[config.mk]
export PLATFORM = sky130hd
export DESIGN_NAME = mdu_iterative
export DESIGN_NICKNAME = d
export VERILOG_FILES = /design/src/rtl/mdu_iterative.sv
export SDC_FILE = /design/constraint.sdc
export NUM_CORES = 2
export LEC_CHECK = 0
export BUFFER_PORTS_ARGS = -buffer_cell sky130_fd_sc_hd__buf_2
export CORE_UTILIZATION = 43
export DETAILED_ROUTE_END_ITERATION = 8
export MAX_ROUTING_LAYER = met4
export SETUP_SLACK_MARGIN = 0.15
export SLEW_MARGIN = 20
export SYNTH_ARGS = -nofsm -noshare
export SYNTH_HDL_FRONTEND = slang
export SYNTH_SLANG_ARGS = --single-unit
[constraint.sdc]
create_clock -name clk -period 18.8 [get_ports clk]
set_input_delay 1.88 -clock clk [delete_from_list [all_inputs] [get_ports clk]]
set_output_delay 1.88 -clock clk [all_outputs]
set_load 0.05 [all_outputs]
[src/rtl/mdu_iterative.sv]
// Iterative RV32M multiply/divide unit: 32-cycle shift-add / restoring-divide core
// with a sign/special-case fix-up cycle, fixed 34-cycle accept-to-done latency.
module mdu_iterative #(
    parameter int XLEN = 32,
    parameter int ITER = 32
) (
    input  logic            clk,
    input  logic            rst,
    input  logic            start,
    input  logic            flush,
    input  logic [4:0]      alu_op,
    input  logic [XLEN-1:0] SrcA,
    input  logic [XLEN-1:0] SrcB,
    output logic            busy,
    output logic            done,
    output logic [XLEN-1:0] result
);

    localparam int CW = $clog2(ITER);
    localparam logic [CW-1:0] LAST = CW'(ITER - 1);

    typedef enum logic [1:0] {IDLE, CALC, FIX, DONE} state_t;
    typedef enum logic [4:0] {
        OP_MUL    = 5'b01011,
        OP_MULH   = 5'b01100,
        OP_MULHSU = 5'b01101,
        OP_MULHU  = 5'b01110,
        OP_DIV    = 5'b01111,
        OP_DIVU   = 5'b10000,
        OP_REM    = 5'b10001,
        OP_REMU   = 5'b10010
    } op_t;

    state_t              state;
    op_t                 op_q;
    logic [CW-1:0]       cnt;
    logic [XLEN-1:0]     a_q;
    logic [XLEN-1:0]     b_q;
    logic [2*XLEN-1:0]   mcand;
    logic [XLEN-1:0]     mplier;
    logic [2*XLEN-1:0]   prod;
    logic [XLEN-1:0]     quot;
    logic [XLEN:0]       prem;
    logic [XLEN-1:0]     divisor;
    logic                neg_main;
    logic                neg_rem;

    logic                op_valid;
    logic                accept;
    logic                sgn_a_in;
    logic                sgn_b_in;
    logic [XLEN-1:0]     mag_a_in;
    logic [XLEN-1:0]     mag_b_in;
    logic                is_div;
    logic [XLEN:0]       rem_sh;
    logic [XLEN+1:0]     diff;
    logic                q_bit;
    logic [2*XLEN-1:0]   prod_fix;
    logic [XLEN-1:0]     quot_fix;
    logic [XLEN-1:0]     rem_fix;
    logic [XLEN-1:0]     fix_result;
    logic                div_zero;
    logic                div_ovf;

    always_comb begin
        op_valid = alu_op inside {[5'b01011:5'b10010]};
        accept   = start && op_valid && (state == IDLE || state == DONE);
        busy     = (state == CALC) || (state == FIX) || (accept && !flush);

        sgn_a_in = (alu_op inside {OP_MUL, OP_MULH, OP_MULHSU, OP_DIV, OP_REM}) && SrcA[XLEN-1];
        sgn_b_in = (alu_op inside {OP_MUL, OP_MULH, OP_DIV, OP_REM}) && SrcB[XLEN-1];
        mag_a_in = sgn_a_in ? -SrcA : SrcA;
        mag_b_in = sgn_b_in ? -SrcB : SrcB;
    end

    // Restoring-division step: shift in the next dividend bit, keep the
    // difference only when the trial subtraction does not borrow.
    always_comb begin
        is_div = op_q inside {OP_DIV, OP_DIVU, OP_REM, OP_REMU};
        rem_sh = {prem[XLEN-1:0], quot[XLEN-1]};
        diff   = {1'b0, rem_sh} - {2'b00, divisor};
        q_bit  = ~diff[XLEN+1];
    end

    always_comb begin
        prod_fix = neg_main ? -prod : prod;
        quot_fix = neg_main ? -quot : quot;
        rem_fix  = neg_rem ? -prem[XLEN-1:0] : prem[XLEN-1:0];
        div_zero = (b_q == '0);
        div_ovf  = (op_q == OP_DIV || op_q == OP_REM)
                   && (a_q == {1'b1, {(XLEN-1){1'b0}}}) && (b_q == '1);

        unique case (op_q)
            OP_MUL:                      fix_result = prod_fix[XLEN-1:0];
            OP_MULH, OP_MULHSU, OP_MULHU: fix_result = prod_fix[2*XLEN-1:XLEN];
            OP_DIV, OP_DIVU:             fix_result = quot_fix;
            default:                     fix_result = rem_fix;
        endcase

        if (div_zero && (op_q == OP_DIV || op_q == OP_DIVU))
            fix_result = '1;
        else if (div_zero && (op_q == OP_REM || op_q == OP_REMU))
            fix_result = a_q;
        else if (div_ovf)
            fix_result = (op_q == OP_DIV) ? {1'b1, {(XLEN-1){1'b0}}} : '0;
    end

    always_ff @(posedge clk or posedge rst) begin
        if (rst) begin
            state    <= IDLE;
            op_q     <= OP_MUL;
            cnt      <= '0;
            a_q      <= '0;
            b_q      <= '0;
            mcand    <= '0;
            mplier   <= '0;
            prod     <= '0;
            quot     <= '0;
            prem     <= '0;
            divisor  <= '0;
            neg_main <= 1'b0;
            neg_rem  <= 1'b0;
            result   <= '0;
            done     <= 1'b0;
        end else begin
            done <= 1'b0;
            if (flush) begin
                state <= IDLE;
            end else begin
                unique case (state)
                    IDLE, DONE: begin
                        if (accept) begin
                            op_q     <= op_t'(alu_op);
                            a_q      <= SrcA;
                            b_q      <= SrcB;
                            mcand    <= {{XLEN{1'b0}}, mag_a_in};
                            mplier   <= mag_b_in;
                            prod     <= '0;
                            quot     <= mag_a_in;
                            prem     <= '0;
                            divisor  <= mag_b_in;
                            neg_main <= sgn_a_in ^ sgn_b_in;
                            neg_rem  <= sgn_a_in;
                            cnt      <= '0;
                            state    <= CALC;
                        end else begin
                            state <= IDLE;
                        end
                    end
                    CALC: begin
                        if (is_div) begin
                            prem <= q_bit ? diff[XLEN:0] : rem_sh;
                            quot <= {quot[XLEN-2:0], q_bit};
                        end else begin
                            if (mplier[0])
                                prod <= prod + mcand;
                            mcand  <= mcand << 1;
                            mplier <= mplier >> 1;
                        end
                        cnt <= cnt + 1'b1;
                        if (cnt == LAST)
                            state <= FIX;
                    end
                    FIX: begin
                        result <= fix_result;
                        done   <= 1'b1;
                        state  <= DONE;
                    end
                    default: state <= IDLE;
                endcase
            end
        end
    end

endmodule

After elaboration in Yosys (flattened, before gate mapping)
Index checks and enable logic that the tools add are counted.
{"block": "word_totals", "regBits": 367, "in_bits": 73, "out_inout_bits": 34, "word_cells": 119}
{"block": "op_classes", "n_addsub": 8, "n_lt_le_gt_ge": 2, "n_eq_ne": 24, "mux": 35, "bitwise": 3, "reduce_logical": 32}
{"cell": "$mux 32", "count": 15}
{"cell": "$mux 64", "count": 6}
{"cell": "$pmux 64 s2", "count": 2}
{"cell": "$pmux 32 s2", "count": 3}
{"cell": "$neg 32->32", "count": 4}
{"cell": "$pmux 32 s3", "count": 1}
{"cell": "$add 64x64->64", "count": 1}
{"cell": "$eq 32x32->1 const B", "count": 2}
{"cell": "$neg 64->64", "count": 1}
{"cell": "$eq 5x4->1 const B", "count": 9}
{"cell": "$sub 33x32->34", "count": 1}
{"cell": "$logic_not 32->1", "count": 1}
{"cell": "$eq 5x5->1 const B", "count": 5}
{"cell": "$logic_and 1x1->1", "count": 10}
{"cell": "$pmux 5 s2", "count": 1}
{"cell": "$ne 2x2->1 const B", "count": 4}
{"cell": "$reduce_and 4->1", "count": 2}
{"cell": "$reduce_bool 4->1", "count": 2}
{"cell": "$logic_or 1x1->1", "count": 6}
{"cell": "$pmux 2 s3", "count": 1}
{"cell": "$reduce_and 3->1", "count": 2}
{"cell": "$add 5x1->5 const B", "count": 1}
{"cell": "$ge 5x4->1 const B", "count": 1}
{"cell": "$le 5x5->1 const B", "count": 1}
{"cell": "16 further kinds", "count": 22}

Depth between registers and ports, before layout
{"block": "depth", "word_depth": 7, "mapped_depth": 14, "depth_no_buf": 14}

Worst setup path after synthesis
OpenSTA, ideal clock, no wires.
{"block": "synth_timing", "kind": "in2out", "start": "input alu_op[1]", "end": "output busy", "t_arrival_ns": 3.475, "required_ns": 16.920, "setup_slack_ns": 13.445, "cell_stages": 4, "n_path_buf": 0, "cell_sequence": "a21oi_1 mux2i_1 nand2_1 o21ai_0"}
{"block": "synth_between", "elab_chain_len": 6, "elab_cells_between_ends": 7}
{"element": "start: declaration", "line_no": "11", "rtl": "input logic [4:0] alu_op,"}
{"element": "$ge 5x4->1 / $le 5x5->1 (equally long branches)", "line_no": "66", "rtl": "op_valid = alu_op inside {[5'b01011:5'b10010]};"}
{"element": "$logic_and 1x1->1 (*)", "line_no": "66"}
{"element": "$logic_and 1x1->1 (*) (2 in series)", "line_no": "67", "rtl": "accept = start && op_valid && (state == IDLE || state == DONE);"}
{"element": "$logic_and 1x1->1 (*)", "line_no": "68", "rtl": "busy = (state == CALC) || (state == FIX) || (accept && !flush);"}
{"element": "$logic_or 1x1->1 (*)", "line_no": "68"}
{"element": "end: declaration", "line_no": "14", "rtl": "output logic busy,"}
Mark *: on every way between the ends. The rest lies on a longest branch, timed or not.

Worst setup path in the final report
Ends and elaborated chain as after synthesis.

==> metrics.yaml <==
timing:
  drv_slew: 0
  fmax_mhz: 183
  worst_pin_slew_ps: 1080
  rsz0062_at_grt: "false"
  max_slew_margin: 0.281
  setup_tns_ps: 0
  holdWs_ps: 480
  hold_viol_final: 0
  setup-violations-final: 0
  period_minus_slack_ps: 5460
  finalCritPeriodShare: 0.290
  finalClockSkew_ps: 34.2
clocking:
  cts-resized-gates: 0
  cts.sink_count: 366
  ctsLongestPathBuffers: 3
  clk_latency_ps: 620
  cts_buffers: 45
  cts_tree: "built"
  cts_root_buf: "clkbuf_16"
  cts.clk_slew.worst_paths_ps: 60
  cts-hold-fix-buffers: 0
  htreeDepth: 2
  cts_setup_buffers: 0
synthesis:
  synth-seq-cells: 366
  syn_inst: 2857
  synth.avg_cell_area_um2: 8.64
  ys_types: 76
  yosys_warnings: 0
  synth_edf_count: 0
  syn_nets: 3036
  synth_flop_cell: "dfrtp_1"
  synthArstFlopShare: 1.00
  ys_seq_area_frac: 0.371
  syn_area_um2: 24700
placement:
  port-buffer-count: 106
  place_congestion: 0.985
  dpl_cell_area_um2: 25900
  hpwlAfterDp_um: 63200
  placed_cells_incl_taps: 3594
global_routing:
  grt_use_met1: 0.419
  overflow: 0
  grt_pass1_wl_um: 129000
  grt_pass1_vias: 21200
  grtUsageTotal: 0.290
  use_met2: 0.407
  grt_max_degree: 108
  grt_util_met3: 0.0608
  antenna_found_initial: 0
  grt-busiest-layer: "met1"
power_and_ir_drop:
  swShare: 0.446
  power.density_nw_per_um2: 134
  vdd_drop_max_v: 0.0000908
  p_switching_w: 0.00164
  power.internal_w: 0.00204
  p_leak_nw: 11.9
  power_frac_clock: 0.242
  combPwrFrac: 0.374
  seq_power_share: 0.383
finish:
  final_cell_mix: "362 x dfrtp_1, 358 x nand2_1, 303 x o21ai_0"
  final_cells: 3676
  layout_commonest_cell: "dfrtp_1"
  nNetsFinal: 3064
  area_growth_pct: 11.0
  stdcell_area_um2: 27400
  drive_gt1_frac: 0.108
  fillers: 5395
floorplan:
  coreArea_um2: 56500
  start_util: 0.437
  die_height_um: 242
  rows: 87
  dieArea_um2: 58300
  io_pins: 107
  die_width_um: 242
routing:
  dr.first_iter.drc_count: 2254
  drt-pass1-iter-count: 6
  drc: 0
  wl_per_cell_um: 22.7
  vias: 22500
  drt.antenna.violating_nets: 0
  vias_per_cell: 6.11
  totalWireLength_um: 83600
min_path:
  holdPathStages: 1
  hp-class: "reg2reg"
worst_setup_path:
  cp.arrival_ps: 3580
  cpPeakStageDelay_ps: 590
  start_kind: "input pin"
  r2r_cells: 12
  cp.required_ps: 16920
  setup.worst_path.end_class: "primary output"
  path_common_cell: "buf_2"
  slowest_stage: "mux2i_1"
  path_cells: "buf_2, a21oi_1, mux2i_1, nand2_1, o21ai_0, buf_2"
  crit_fanout: 6
  worstSetupPathType: "in2out"
flow_run:
  max-cap-violations: 0
outcome:
  status: "finished clean"
Yosys cell counts, types with 48 or more instances:
cell type,instances,area [um^2]
xnor2_1,111,972
xor2_1,145,1270
o21ai_0,304,1520
nor3_1,57,285
clkbuf_1,136,510
ha_1,104,1300
o31ai_1,48,360
mux2_2,66,743
nor2_1,186,698
a21oi_1,219,1100
dfrtp_1,363,9080
nand2_1,360,1350
a21o_1,49,368
inv_1,83,312
worst max-delay path: cells and delay by family:
family                 cells  cell delay (ps)
AO/OA/AOI/OAI              2              450
buffers and inverters      2              450
multiplexers               1              590
AND/OR/NAND/NOR            1              210
area by class of cell:
class / instances / area [um^2] / share of cell area
diodes: 1 / 2.50 / 0.0000914
clock buffers: 56 / 1220 / 0.0445
clock inverters: 25 / 302 / 0.0110
inverters: 84 / 323 / 0.0118
multi-input cells: 2256 / 14700 / 0.537
flip-flops and latches: 366 / 9160 / 0.335
well taps: 756 / 946 / 0.0345
repair buffers: 132 / 726 / 0.0265
registers in the layout, summed over array words and instances, names as in the netlist, 31 cells and up:
register and flops:
b_q 32, divisor 31, a_q 32, mcand 64
prem 32, mplier 32, quot 32, result 32
prod 64
power by group through the flow:
stage / Sequential, W / Clock [W] / Combinational (W)
after CTS: 0.00138 / 0.000905 / 0.00136
after detailed placement: 0.00140 / 0 / 0.00135
final: 0.00141 / 0.000891 / 0.00138
after global routing: 0.00143 / 0.000938 / 0.00151
after floorplan: 0.00134 / 0 / 0.000917
after global placement: 0.00139 / 0 / 0.00133
per-stage QoR:
step / power (W) / utilization / setup WS [ps]
2_1_floorplan: 0.00226 / - / 6760
3_3_place_gp: 0.00272 / 0.458 / 13220
3_5_place_dp: 0.00275 / 0.458 / 13010
4_1_cts: 0.00365 / 0.485 / 13320
5_1_grt: 0.00387 / 0.485 / 13210
6_report: 0.00368 / 0.485 / 13340
per-layer routing:
layer  share of wire  routed length (um)
met1            0.47               39400
met2            0.42               35100
met3           0.083                6900
met4           0.027                2230
met5               0                   0
path summary, 6_finish.rpt:
path / start / endpoint / slack (ps)
min: mplier[30]$_DFFE_PP0P_ / mplier[30]$_DFFE_PP0P_ / 480
min reg2reg: mplier[30]$_DFFE_PP0P_ / mplier[30]$_DFFE_PP0P_ / 480
max reg2reg: state[1]$_DFFE_PP0P_ / prod[63]$_DFFE_PP0P_ / 13960
max: alu_op[1] / busy / 13340
min in group asynchronous: rst / divisor[22]$_DFFE_PP0P_ / 1380
max in group asynchronous: rst / mcand[18]$_DFFE_PP0P_ / 14240
cell families after synthesis:
| logic type | Yosys count | share of synthesized area |
|---|---|---|
| compound gates | 926 | 0.240 |
| simple gates | 870 | 0.164 |
| flops | 366 | 0.371 |
| xor+xnor | 256 | 0.0909 |
| buf+inv | 235 | 0.0361 |
| fa+ha+maj | 106 | 0.0544 |
| mux | 98 | 0.0431 |
Power figures use the tool's default switching activity.
